## src/rtl/mips_pkg.sv

```systemverilog
// rtl/mips_pkg.sv - shared encodings for the MIPS pipeline hazard/next-PC control
package mips_pkg;

    localparam logic [1:0] FWD_REG = 2'd0;
    localparam logic [1:0] FWD_EX  = 2'd1;
    localparam logic [1:0] FWD_MEM = 2'd2;

    localparam logic [4:0] REG_ZERO = 5'd0;

    typedef enum logic {
        ST_RUN   = 1'b0,
        ST_STALL = 1'b1
    } state_t;

endpackage

```

## src/rtl/forwarding_select.sv

```systemverilog
// rtl/forwarding_select.sv - ALU operand forwarding select for one EX source register
import mips_pkg::*;

module forwarding_select (
    input  logic [4:0] src,
    input  logic [4:0] exmem_dst,
    input  logic       exmem_reg_write,
    input  logic [4:0] memwb_dst,
    input  logic       memwb_reg_write,
    output logic [1:0] sel
);

    // The younger EX/MEM result shadows an older MEM/WB write to the same register.
    always_comb begin
        sel = FWD_REG;
        if (exmem_reg_write && exmem_dst != REG_ZERO && exmem_dst == src) begin
            sel = FWD_EX;
        end else if (memwb_reg_write && memwb_dst != REG_ZERO && memwb_dst == src) begin
            sel = FWD_MEM;
        end
    end

endmodule

```

## src/rtl/hazard_sequencer.sv

```systemverilog
// rtl/hazard_sequencer.sv - hazard detection, stall sequencing, flush and next-PC selects
import mips_pkg::*;

module hazard_sequencer #(
    parameter int CNT_W = 16
) (
    input  logic             clk,
    input  logic             rst_n,
    input  logic [4:0]       ifid_rs,
    input  logic [4:0]       ifid_rt,
    input  logic             ifid_uses_rt,
    input  logic             id_jump,
    input  logic             id_jr,
    input  logic [4:0]       idex_rs,
    input  logic [4:0]       idex_rt,
    input  logic [4:0]       idex_dst,
    input  logic             idex_reg_write,
    input  logic             idex_mem_read,
    input  logic [4:0]       exmem_dst,
    input  logic             exmem_reg_write,
    input  logic [4:0]       memwb_dst,
    input  logic             memwb_reg_write,
    input  logic             ex_branch_taken,
    input  logic             perf_clr,
    output logic [1:0]       fwd_a,
    output logic [1:0]       fwd_b,
    output logic             pc_write,
    output logic             ifid_write,
    output logic             ctrl_bubble,
    output logic             ifid_flush,
    output logic             idex_flush,
    output logic             branch_sel,
    output logic             jump_sel,
    output logic             jr_sel,
    output logic [CNT_W-1:0] stall_count
);

    state_t     state;
    logic [1:0] rem;
    logic [1:0] fwd_a_raw;
    logic [1:0] fwd_b_raw;
    logic       load_use;
    logic       jr_ex;
    logic       jr_mem;
    logic [1:0] need;
    logic       stall;

    forwarding_select u_fwd_a (
        .src             (idex_rs),
        .exmem_dst       (exmem_dst),
        .exmem_reg_write (exmem_reg_write),
        .memwb_dst       (memwb_dst),
        .memwb_reg_write (memwb_reg_write),
        .sel             (fwd_a_raw)
    );

    forwarding_select u_fwd_b (
        .src             (idex_rt),
        .exmem_dst       (exmem_dst),
        .exmem_reg_write (exmem_reg_write),
        .memwb_dst       (memwb_dst),
        .memwb_reg_write (memwb_reg_write),
        .sel             (fwd_b_raw)
    );

    // A WB-stage producer is never a jr hazard: the register file writes before it reads.
    always_comb begin
        load_use = idex_mem_read && idex_dst != REG_ZERO &&
                   (idex_dst == ifid_rs || (ifid_uses_rt && idex_dst == ifid_rt));
        jr_ex    = id_jr && ifid_rs != REG_ZERO && idex_reg_write && idex_dst == ifid_rs;
        jr_mem   = id_jr && ifid_rs != REG_ZERO && exmem_reg_write && exmem_dst == ifid_rs;
        need     = 2'd0;
        if (jr_ex) begin
            need = 2'd2;
        end else if (load_use || jr_mem) begin
            need = 2'd1;
        end
    end

    assign stall = rst_n && !ex_branch_taken &&
                   (state == ST_STALL || (state == ST_RUN && need != 2'd0));

    always_comb begin
        fwd_a       = FWD_REG;
        fwd_b       = FWD_REG;
        pc_write    = 1'b1;
        ifid_write  = 1'b1;
        ctrl_bubble = 1'b0;
        ifid_flush  = 1'b0;
        idex_flush  = 1'b0;
        branch_sel  = 1'b0;
        jump_sel    = 1'b0;
        jr_sel      = 1'b0;
        if (rst_n) begin
            fwd_a = fwd_a_raw;
            fwd_b = fwd_b_raw;
            if (ex_branch_taken) begin
                branch_sel = 1'b1;
                ifid_flush = 1'b1;
                idex_flush = 1'b1;
            end else if (stall) begin
                pc_write    = 1'b0;
                ifid_write  = 1'b0;
                ctrl_bubble = 1'b1;
            end else if (id_jump) begin
                jump_sel   = 1'b1;
                ifid_flush = 1'b1;
            end else if (id_jr) begin
                jr_sel     = 1'b1;
                ifid_flush = 1'b1;
            end
        end
    end

    always_ff @(posedge clk) begin
        if (!rst_n) begin
            state       <= ST_RUN;
            rem         <= 2'd0;
            stall_count <= '0;
        end else begin
            if (perf_clr) begin
                stall_count <= '0;
            end else if (stall && stall_count != {CNT_W{1'b1}}) begin
                stall_count <= stall_count + {{(CNT_W-1){1'b0}}, 1'b1};
            end

            if (ex_branch_taken) begin
                state <= ST_RUN;
                rem   <= 2'd0;
            end else if (state == ST_STALL) begin
                rem <= rem - 2'd1;
                if (rem <= 2'd1) begin
                    state <= ST_RUN;
                end
            end else if (need == 2'd2) begin
                state <= ST_STALL;
                rem   <= 2'd1;
            end
        end
    end

endmodule

```

## config.mk

```make
export PLATFORM = sky130hd
export DESIGN_NAME = hazard_sequencer
export DESIGN_NICKNAME = d
export VERILOG_FILES = /design/src/rtl/mips_pkg.sv /design/src/rtl/forwarding_select.sv /design/src/rtl/hazard_sequencer.sv
export SDC_FILE = /design/constraint.sdc
export NUM_CORES = 1
export LEC_CHECK = 0
export BUFFER_PORTS_ARGS = -buffer_cell sky130_fd_sc_hd__buf_2
export CORE_UTILIZATION = 46
export CTS_CLUSTER_DIAMETER = 40
export DETAILED_ROUTE_END_ITERATION = 7
export PLACE_DENSITY = 0.78
export SYNTH_ARGS = -nofsm -noshare
export SYNTH_HDL_FRONTEND = slang
export SYNTH_SLANG_ARGS = --single-unit
```

## constraint.sdc

```tcl
create_clock -name clk -period 2.3 [get_ports clk]
set_input_delay 0.23 -clock clk [delete_from_list [all_inputs] [get_ports clk]]
set_output_delay 0.23 -clock clk [all_outputs]
set_load 0.01 [all_outputs]
```

==> metrics.cfg <==
[hold_path]
min_to=rem[1]$_SDFFE_PP0P_
min_delay_path_depth=3
hp-class=input pin to flop
hp-start=ex_branch_taken

[global_route]
grt_pass1_vias=1404
met1_usage_pct=25.6
grt.busiest_layer=met2
grt_pass1_wl_um=5730
grt_max_degree=22
antenna_found_initial=0
met3_usage_pct=3.28
grt_use_total_pct=21.1
grt_overflow_total=0
grtUsageMet2_pct=36.4

[floorplan]
io_pins=74
die-area_um2=3510
num_rows=20
coreArea_um2=3080
start_util_pct=48.9
die_w_um=59.2
fp.dieH_um=59.2

[finish]
n_antenna_cell=0
drive_above_1_share_pct=32.7
layout.nets=306
seqCellArea_um2=380
fillers=303
area_growth_pct=27.5
multi_input_area_um2=1070

[synthesis]
syn_area_per_cell_um2=8.10
ys_seq_area_share_pct=25.2
netlist_instances=186
async_reset_ff_share_pct=0
ys_types=37
ys_ff_latch=19
synth_edf_count=0
synth_xor_area_share_pct=21.5
synth_ff_type=dfxtp_1
muxShareOfSynthArea_pct=0
syn_nets=234
netlist_area_um2=1510
synth_top_family_by_area=simple AND/OR/NAND/NOR gates
synth_compound_area_share_pct=15.0
synth_fa_ha_area_share_pct=1.66
yosys.area_share.simple_pct=32.6
ys_warn_count=0

[sta]
worst_pin_slew_ns=0.612
fin_skew_ns=0.0146
maxSlewHeadroom_pct=59.1
hold_viol=0
fmax_mhz=477
rsz0062_at_grt=false
setup_tns_ns=0
period_needed_ns=2.10
report.final.slew_viol_count=0
hold_ws_ns=0.259
min_period_over_period_pct=91.2
setup_viol=0

[drt]
post_drt_wl_per_cell_um=11.6
drtIter0Drc=73
vias=1602
totalWireLength_um=3500
ant_nets=0
vias_per_cell=5.32
first_pass_iters=4
drc=0

[clock_tree]
cts-buffers-inserted=3
clock_path_buffers=2
root_buffer=clkbuf_4
clkSinkCount=19
clk_latency_ns=0.31
clk_pin_slew_ns=0.12
holdBufCountCts=0
ctsResizeCount=0
post_cts_buffers=0
ctsHtreeMaxLevel=1
cts_tree=done

[power_and_ir_drop]
vdd_drop_max_uv=161
finalPower_uw=671
power_density_nw_per_um2=349
p_leak_uw=0.000832

[setup_path]
r2r_end=stall_count[11]$_SDFFE_PP0P_
regToRegSetupSlack_ns=0.38
start_kind=input pin
reg2reg_depth=7
arrival_ns=1.87
r2r_start=stall_count[0]$_SDFFE_PP0P_
worstPathMaxFanout=12
path_class=input pin to primary output
cp.required_ns=2.07
worst_setup_path_end_kind=primary output

[placement]
gp_congestion=0.758
dp_hpwl_um=2910
io_buffers=73

[run]
cap_violations=0

[status]
status=completed

## Yosys cell counts, drive strengths merged (2+ instances only)
library cell	instances	area share, %
or4	12	6.0
nand2b	2	0.83
inv	4	1.0
nand2	14	3.5
ha	2	1.7
and2	5	2.1
dfxtp	19	25
nor2b	2	0.83
nor2	7	1.7
nand4	2	0.83
nor4	6	3.5
o211ai	7	3.5
xnor2	14	8.1
nand3	14	4.7
nor3	5	2.4
o21ai	14	5.4
buf	5	2.4
and3	5	2.1
xor2	23	13
a21oi	7	2.3
or3	6	2.5
clkbuf	2	0.50
## worst max-delay path by stage
stage	from	endpoint	slack, ns	cells past startpoint
floorplan	stall_count[6]$_SDFFE_PP0P_	stall_count[0]$_SDFFE_PP0P_	0.44	9
global placement	idex_dst[1]	ifid_flush	0.20	7
detailed placement	idex_dst[4]	stall_count[12]$_SDFFE_PP0P_	0.18	8
CTS	idex_dst[1]	ifid_flush	0.19	7
global route	idex_dst[1]	ifid_flush	0.07	7
finish	idex_dst[1]	ifid_flush	0.20	7
## layer usage
| metal | wire [µm] | share of wire (%) |
|---|---|---|
| met5 | 0 | 0 |
| met2 | 1660 | 47 |
| met3 | 205 | 5.9 |
| met1 | 1560 | 45 |
| met4 | 71 | 2.0 |
## critical path, cell delays in order
cell     delay, ns
buf_2         0.12
or4_1         0.51
o21ai_1       0.16
o21ai_2       0.12
o21ai_2       0.36
o311a_1       0.24
buf_2         0.13
## registers in the layout, indices dropped and copies added (netlist names)
register     flops
stall_count     16
rem              2
state            1
## report_power, final
group	switching [µW]	total [µW]	leakage (µW)	internal [µW]
Combinational	85.8	162	0.000665	76.2
Clock	113	179	0.0000139	66.4
Sequential	0.313	330	0.000153	329
Total	199	671	0.000832	472
## kinds of logic after synthesis
logic type / after synthesis
AO/OA/AOI/OAI: 34
adder cells (fa/ha/maj): 2
buffers and inverters: 11
flip-flops: 19
XOR/XNOR: 37
AND/OR/NAND/NOR: 83
## stage by stage
stage	cells	worst slack, ns	utilization [%]	area [µm²]
after global routing	301	0.0720	62.4	1920
after detailed placement	297	0.178	61.4	1890
after global placement	297	0.199	61.4	1890
final	301	0.202	62.4	1920
after floorplan	186	0.443	-	1510
after CTS	301	0.191	62.4	1920
## final cells by class
type	count	share of cell area, %
tap	44	2.87
timing repair buffer	74	19.4
sequential	19	19.8
clock buffer	3	1.17
clock inverter	1	0.391
inverter	4	0.782
multi-input combinational	156	55.6
## cells in the final DEF (no fill, tap or decap), drive strengths merged, types with 2 or more instances in the layout
cell    synthesis  layout
dfxtp          19      19
nor4            6       6
xor2           23      23
a21oi           7       7
nor2            7       7
nor3            5       5
ha              2       2
inv             4       4
buf             5      74
clkbuf          2       3
xnor2          14      14
o211ai          7       7
nand2          14      14
nand3          14      14
or3             6       6
nor2b           2       2
and2            5       5
o21ai          14      14
nand2b          2       2
and3            5       5
nand4           2       2
or4            12      12
Note: power is estimated with default switching activity, not from simulation.
